**config.mk**
```make
export PLATFORM = sky130hd
export DESIGN_NAME = pll_lock_detect
export DESIGN_NICKNAME = d
export VERILOG_FILES = /design/src/rtl/pll_lock_detect.sv
export SDC_FILE = /design/constraint.sdc
export NUM_CORES = 1
export LEC_CHECK = 0
export CORE_MARGIN = 2
export CORE_UTILIZATION = 55
export CTS_CLUSTER_SIZE = 8
export DETAILED_ROUTE_END_ITERATION = 6
export DONT_BUFFER_PORTS = 1
export PLACE_DENSITY = 0.7
export SKIP_CTS_REPAIR_TIMING = 1
export SKIP_LAST_GASP = 1
export SLEW_MARGIN = 25
export SYNTH_ARGS = -nofsm -noshare
export SYNTH_HDL_FRONTEND = slang
export SYNTH_SLANG_ARGS = --single-unit
```
**constraint.sdc**
```tcl
create_clock -name clockp -period 4.4 [get_ports clockp]
set_input_delay 1.1 -clock clockp [delete_from_list [all_inputs] [get_ports clockp]]
set_output_delay 1.1 -clock clockp [all_outputs]
set_load 0.01 [all_outputs]
```
**src/rtl/pll_lock_detect.sv**
```systemverilog
// pll_lock_detect: counts PLL output cycles per reference period and reports frequency lock
module pll_lock_detect #(
    parameter int CNT_W    = 8,
    parameter int TOL      = 1,
    parameter int LOCK_CNT = 4,
    parameter int GOOD_W   = 3
) (
    input  logic             clockp,
    input  logic             reset,
    input  logic             enable,
    input  logic             osc,
    input  logic [4:0]       div,
    output logic [CNT_W-1:0] meas,
    output logic             meas_valid,
    output logic             locked,
    output logic             osc_lost
);
    typedef enum logic [1:0] {IDLE, ARM, MEAS} state_t;
    localparam logic [CNT_W-1:0]  CNT_MAX  = '1;
    localparam logic [GOOD_W-1:0] GOOD_MAX = GOOD_W'(LOCK_CNT);
    state_t             state, state_nxt;
    logic               s1, s2, s3;
    logic [CNT_W-1:0]   cnt, div_ext, diff;
    logic [GOOD_W-1:0]  good, good_inc;
    logic               ref_edge, win, sat, in_tol;
    assign ref_edge = s2 & ~s3;
    assign div_ext  = CNT_W'(div);
    assign diff     = cnt >= div_ext ? cnt - div_ext : div_ext - cnt;
    assign in_tol   = |div && diff <= CNT_W'(TOL);
    assign win      = state == MEAS && enable && ref_edge;
    assign sat      = state == MEAS && enable && !ref_edge && cnt == CNT_MAX;
    assign good_inc = good >= GOOD_MAX ? GOOD_MAX : good + 1'b1;
    // state register
    always_ff @(posedge clockp) begin
        if (reset) state <= IDLE;
        else       state <= state_nxt;
    end
    // next state: enable low always returns to IDLE; a missing reference re-arms
    always_comb begin
        state_nxt = state;
        if (!enable)                        state_nxt = IDLE;
        else if (state == IDLE)             state_nxt = ARM;
        else if (state == ARM && ref_edge)  state_nxt = MEAS;
        else if (sat)                       state_nxt = ARM;
    end
    // synchronizer, period counter, window check and lock tracking
    always_ff @(posedge clockp) begin
        if (reset) begin
            {s3, s2, s1} <= '0;
            cnt          <= '0;
            good         <= '0;
            meas         <= '0;
            meas_valid   <= 1'b0;
            locked       <= 1'b0;
            osc_lost     <= 1'b0;
        end else begin
            {s3, s2, s1} <= {s2, s1, osc};
            meas_valid   <= win;
            if (!enable || state == IDLE) begin
                cnt    <= '0;
                good   <= '0;
                locked <= 1'b0;
            end else begin
                cnt <= ref_edge ? CNT_W'(1) : (cnt == CNT_MAX ? cnt : cnt + 1'b1);
                if (state == ARM && ref_edge) osc_lost <= 1'b0;
                if (win) begin
                    meas   <= cnt;
                    good   <= in_tol ? good_inc : '0;
                    locked <= in_tol && good_inc == GOOD_MAX;
                end
                if (sat) begin
                    osc_lost <= 1'b1;
                    locked   <= 1'b0;
                    good     <= '0;
                end
            end
        end
    end
endmodule

```
Word level (Yosys, flattened, before mapping)
Index checks and enable logic that the tools add are counted.
{ "op_classes": {"add_sub_neg": 4, "n_lt_le_gt_ge": 3, "n_eq_ne": 5, "muxes": 10, "bitwise": 4, "reduce_logical": 21} }
{ "ops": {"columns": ["op", "count"], "rows": [
  ["OR reduction 3 bit", 3],
  ["adder 8 x 1 -> 8 bit (second input constant)", 1],
  ["== test 8 bit (second input constant)", 1],
  ["greater-or-equal comparator 8 x 5 -> 1 bit", 1],
  ["<= comparator 8 x 1 -> 1 bit (second input constant)", 1],
  ["2-to-1 mux 8 bit", 1],
  ["subtractor 5 x 8 -> 8 bit", 1],
  ["subtractor 8 x 5 -> 8 bit", 1],
  ["logical AND 1 bit", 7],
  ["2-to-1 mux 3 bit", 2],
  ["2-to-1 mux 1 bit", 5],
  ["OR reduction 5 bit", 1],
  ["2-to-1 mux 2 bit", 2],
  ["AND reduction 2 bit", 2],
  ["OR reduction 2 bit", 2],
  ["adder 3 x 1 -> 3 bit (second input constant)", 1],
  ["== test 3 bit (second input constant)", 1],
  ["greater-or-equal comparator 3 bit (second input constant)", 1],
  ["NOT 1 bit", 3],
  ["nonzero test 3 bit", 1],
  ["== test 2 x 1 -> 1 bit (second input constant)", 1],
  ["== test 2 bit (second input constant)", 1],
  ["zero test 1 bit", 2],
  ["zero test 2 bit", 1],
  ["other kinds (4)", 4]
]} }
{ "word_totals": {"ff_bits": 27, "input_bits": 9, "wordCells": 59} }

Depth between registers and ports, before layout
{ "depth": {"ltp_word": 8, "ltp_mapped": 9} }

Worst setup path before layout
No wires, ideal clock.
{ "synth_path": {"path_kind": "input port to flip-flop", "startpoint": "in div[0]", "endpoint": "reg good[1]", "setup_time_ns": 0.088, "arrival_ns": 3.068, "required_time_ns": 4.312, "path_slack_ns": 1.243, "path_stages": 9, "cell_sequence": "inv_1 -> ha_1 -> fa_1 -> nand2b_1 -> a21oi_1 -> or3b_2 -> o32a_1 -> o32a_1 -> o32ai_2"} }
{ "synth_via": {"elab_chain_cells": 5, "word_cells_on_any_way": 8} }
{ "synth_lines": {"columns": ["element", "line_no", "rtl"], "rows": [
  ["from (decl)", "12", "input logic [4:0] div,"],
  ["subtractor 5 x 8 -> 8 bit, or another cell as far along", "28", "assign diff = cnt >= div_ext ? cnt - div_ext : div_ext - cnt;"],
  ["2-to-1 mux 8 bit", "28", null],
  ["<= comparator 8 x 1 -> 1 bit", "29", "assign in_tol = |div && diff <= CNT_W'(TOL);"],
  ["logical AND 1 bit (*)", "29", null],
  ["2-to-1 mux 3 bit (*)", "68", "good <= in_tol ? good_inc : '0;"],
  ["to (signal assigned)", "68", null],
  ["to (decl)", "24", "logic [GOOD_W-1:0] good, good_inc;"]
]} }
Every way passes the cells marked *; elsewhere a longest branch is shown, timed or not.
A chain may end at the register's enable or synchronous reset.

Final worst setup path
Ends and elaborated chain as after synthesis.

==> impl_summary.md <==
Synthesis
The number of warning messages in the yosys log is 0. The number of cells produced by synthesis is 200. In this run the mean area of a mapped cell was 8.15 um2. Summing the sequential cell areas from Yosys gives 33.2% of the chip area. After synthesis the cells add up to 1630 um2. In the post-synthesis netlist, the biggest area contributors are sky130_fd_sc_hd__dfxtp_1 33%, sky130_fd_sc_hd__ha_1 10%, sky130_fd_sc_hd__nand2_1 5.8%, sky130_fd_sc_hd__a21oi_1 5.5%, sky130_fd_sc_hd__nor2_1 4.8%.

The share of synthesized registers carrying an async set or reset is 0%. Counting distinct cell types in the post-synthesis netlist gives 42. The area share of the leading cell type in the synthesized netlist is 33.2%. The synthesized design spends more area on one cell type than any other, namely sky130_fd_sc_hd__dfxtp_1. The post-synthesis sequential element count is 27. Synthesis produced a netlist with a net count of 224. For this run, the leading register cell type out of synthesis is sky130_fd_sc_hd__dfxtp_1. In this run, synthesis inferred 0 flip-flops with an integrated enable.

GRT
The first global-routing pass estimated 5480 um of wire. Global routing used 20.4% of the available tracks. The residual overflow from global routing is 0. The number of global-route vias before repair is 1247. The largest net degree at the start of global routing is 17. The number of antenna violations at the first check in global routing is 0.

Finish
The post-layout instance count excluding filler cells is 228. The total number of nets in the final design is 222. The layout cell share with drive strength beyond 1 is 6.09%. After filler insertion, the fill cell instance count of the layout stands at 247. The area growth from synthesis to layout is 1.54%. The antenna diode count is 0.

Die
The initial utilization of the core area, before any placement, comes to 58.6%. The horizontal die dimension is 58.4 um. The floorplan step defined a core boundary enclosing 2780 um2. The number of placed I/O pins is 20.

The initialized floorplan defines 19 standard-cell rows. The die covers 3410 um2. The chip height is 58.4 um.

Clock network
The maximum clock path buffer count is 2. The TritonCTS clock tree is built. The clock root buffer is sky130_fd_sc_hd__clkbuf_4. The clock reaches the later pin of the worst-skew pair after 0.31 ns. The clock sink total is 27. The H-tree depth is 1. The register clock-pin slew on the reported worst setup and hold paths is 0.13 ns.

The total clock buffers created by CTS is 3.

STA
Setup repair after global routing left no endpoint under its margin. The final max-slew violation count is 0. The final count of negative-setup-slack endpoints is 0. Derived from the worst setup path, the maximum achievable clock frequency is 335 MHz.

The relative slew slack is 56.7%. Setup slack on the critical path of the routed design comes to 1.41 ns. Adding up every negative setup slack in the final design gives 0 ns.

The count of final hold-check violations is 0. The slew of the pin with the lowest slew margin is 0.650 ns. The post-route clock period utilization is 67.9%. Across the routed clock network, the largest skew measured is 0.00416 ns. Subtracting the final worst setup slack from the clock period gives 2.99 ns.

Detailed routing
Wires add up to 3220 um. The count of vias placed by the detailed router is 1298. The number of remaining DRC errors is 0. Dividing the detail-routed via count by the number of cells gives 5.69. The first routing iteration left 59 violations. The count of nets left with antenna violations once routing finished came out at 0. In the final routed layout, each cell accounts on average for 14.1 um. The number of iterations in the first detailed-routing pass is 4.

Power and ir drop
Power spread over the standard cell area amounts to 232 nW/um2. The maximum resistive drop on vdd is 0.199 mV. For this design the static power due to leakage is 0.628 nW.

Worst setup path
The signal on the critical path passes through inv_1 -> ha_1 -> fa_1 -> nand2b_1 -> a21oi_1 -> or3b_2 -> o32a_1 -> o32a_1 -> o32ai_2. In this run the worst path has a maximum fanout of 4. Among all stages on the critical path, the largest delay is contributed by sky130_fd_sc_hd__or3b_2.

The gate family responsible for the most delay along the worst path is compound AO/OA/AOI/OAI gates. Data on the critical path is required at its endpoint by 4.63 ns. Together, buffers and inverters on the worst path number 1.

The arrival time at the worst endpoint is 3.22 ns. The kind of end point of the critical path is a flip-flop. The worst setup path is launched from a primary input. The largest single stage delay on the critical path is 0.45 ns.

In this design, the critical path's most frequently occurring cell is sky130_fd_sc_hd__o32a_1. The category of the critical setup timing path is primary input to flip-flop.

Place
Input and output buffers added on the ports amount to 0. Once placement completed, the tool counted placed cells totaling 224. The total half-perimeter wirelength after legalization and detailed placement is 2610 um. At the placement stage, the worst setup path has a slack of 1.06 ns. The congestion estimate from routability-driven global placement came to 0.907.

Flow run
The tool flagged a number of max-cap violations equal to 0.

Status
The run finished with clean final reports.

Worst hold path
The path category of the worst min-delay check is flip-flop to flip-flop.
cell usage after synthesis (all sizes together) (2+ instances only):
master    n
a21bo     2
dfxtp    27
and3      3
o32a      2
nand3     5
nor2b     6
nand2    25
a2111oi   2
nor3      4
nor2     21
xor2      2
a211oi    5
o32ai     2
o21ai     6
buf       4
a31oi     2
clkbuf    3
nand4     5
fa        2
o31ai     2
inv      20
a21oi    18
xnor2     5
nand3b    3
ha       13
nand2b    4
metrics by stage:
stage	instance area [um2]	hold WS (ns)	power (mW)	utilization, %
after floorplan	1630	0.414	0.282	-
after global placement	1630	0.436	0.287	58.5
after detailed placement	1630	0.450	0.287	58.5
after CTS	1650	0.471	0.388	59.5
after global routing	1650	0.479	0.400	59.5
final	1650	0.467	0.384	59.5
report_power, final:
part / internal, mW / switching [mW]
clock: 0.0354 / 0.0669
sequential: 0.246 / 0.00164
combinational: 0.0147 / 0.0191
path summary, 6_finish.rpt:
check	slack [ns]	start	to	cells after the start
max	1.41	div[0]	good[1]	9
min	0.47	s1	s2	1
max reg2reg	1.76	cnt[0]	good[1]	8
min reg2reg	0.47	s1	s2	1
registers in the layout, indices dropped and copies added (netlist names), 2 cells and up:
name	flops
cnt	8
meas	8
good	3
state	2
final cells by class:
class | instances | area [um2] | share of cell area [%]
multi-input combinational | 146 | 973 | 58.9
sequential | 27 | 541 | 32.7
inverter | 20 | 75.1 | 4.54
tap | 31 | 38.8 | 2.34
clock buffer | 4 | 26.3 | 1.59
worst reg2reg max path, cell delays in order (launching register included):
cell                        delay, ns
sky130_fd_sc_hd__dfxtp_1         0.45
sky130_fd_sc_hd__inv_1           0.10
sky130_fd_sc_hd__ha_1            0.22
sky130_fd_sc_hd__fa_1            0.40
sky130_fd_sc_hd__xnor2_1         0.15
sky130_fd_sc_hd__a2111oi_0       0.37
sky130_fd_sc_hd__nand4_1         0.21
sky130_fd_sc_hd__o32a_1          0.44
sky130_fd_sc_hd__o32ai_2         0.22
cells in the final DEF, fill, tap and decap left out, types with 2 or more instances in the layout:
master / synthesis / layout
sky130_fd_sc_hd__nand2b_1: 4 / 4
sky130_fd_sc_hd__clkbuf_4: 0 / 3
sky130_fd_sc_hd__nor2_1: 21 / 21
sky130_fd_sc_hd__and3_1: 3 / 3
sky130_fd_sc_hd__inv_1: 19 / 19
sky130_fd_sc_hd__nor3_1: 4 / 4
sky130_fd_sc_hd__nand3_1: 5 / 5
sky130_fd_sc_hd__nand3b_1: 2 / 2
sky130_fd_sc_hd__a21oi_1: 18 / 18
sky130_fd_sc_hd__a211oi_1: 4 / 4
sky130_fd_sc_hd__nor2b_1: 6 / 6
sky130_fd_sc_hd__a2111oi_0: 2 / 2
sky130_fd_sc_hd__nand4_1: 4 / 4
sky130_fd_sc_hd__ha_1: 13 / 13
sky130_fd_sc_hd__dfxtp_1: 27 / 27
sky130_fd_sc_hd__o32a_1: 2 / 2
sky130_fd_sc_hd__fa_1: 2 / 2
sky130_fd_sc_hd__xnor2_1: 5 / 5
sky130_fd_sc_hd__nand2_1: 25 / 25
sky130_fd_sc_hd__o21ai_0: 5 / 5
sky130_fd_sc_hd__a21bo_2: 2 / 2
sky130_fd_sc_hd__xor2_1: 2 / 2
sky130_fd_sc_hd__a31oi_1: 2 / 2
metal layers:
metal | GRT usage [%] | part of all wire, % | vias up
met1 | 27.6 | 48 | 597
met3 | 3.74 | 4.0 | 2
met4 | 4.32 | 0.50 | 0
met2 | 33.9 | 48 | 23
met5 | 0 | 0 | -
li1 | - | - | 676
logic make-up after synthesis:
logic type | count (synthesis) | synth area share (%)
XOR/XNOR | 7 | 3.76
AO/OA/AOI/OAI | 44 | 19.0
buffers and inverters | 27 | 7.07
flip-flops | 27 | 33.2
adder cells (fa/ha/maj) | 15 | 12.4
AND/OR/NAND/NOR | 80 | 24.5
Note: power is estimated with default switching activity, not from simulation.
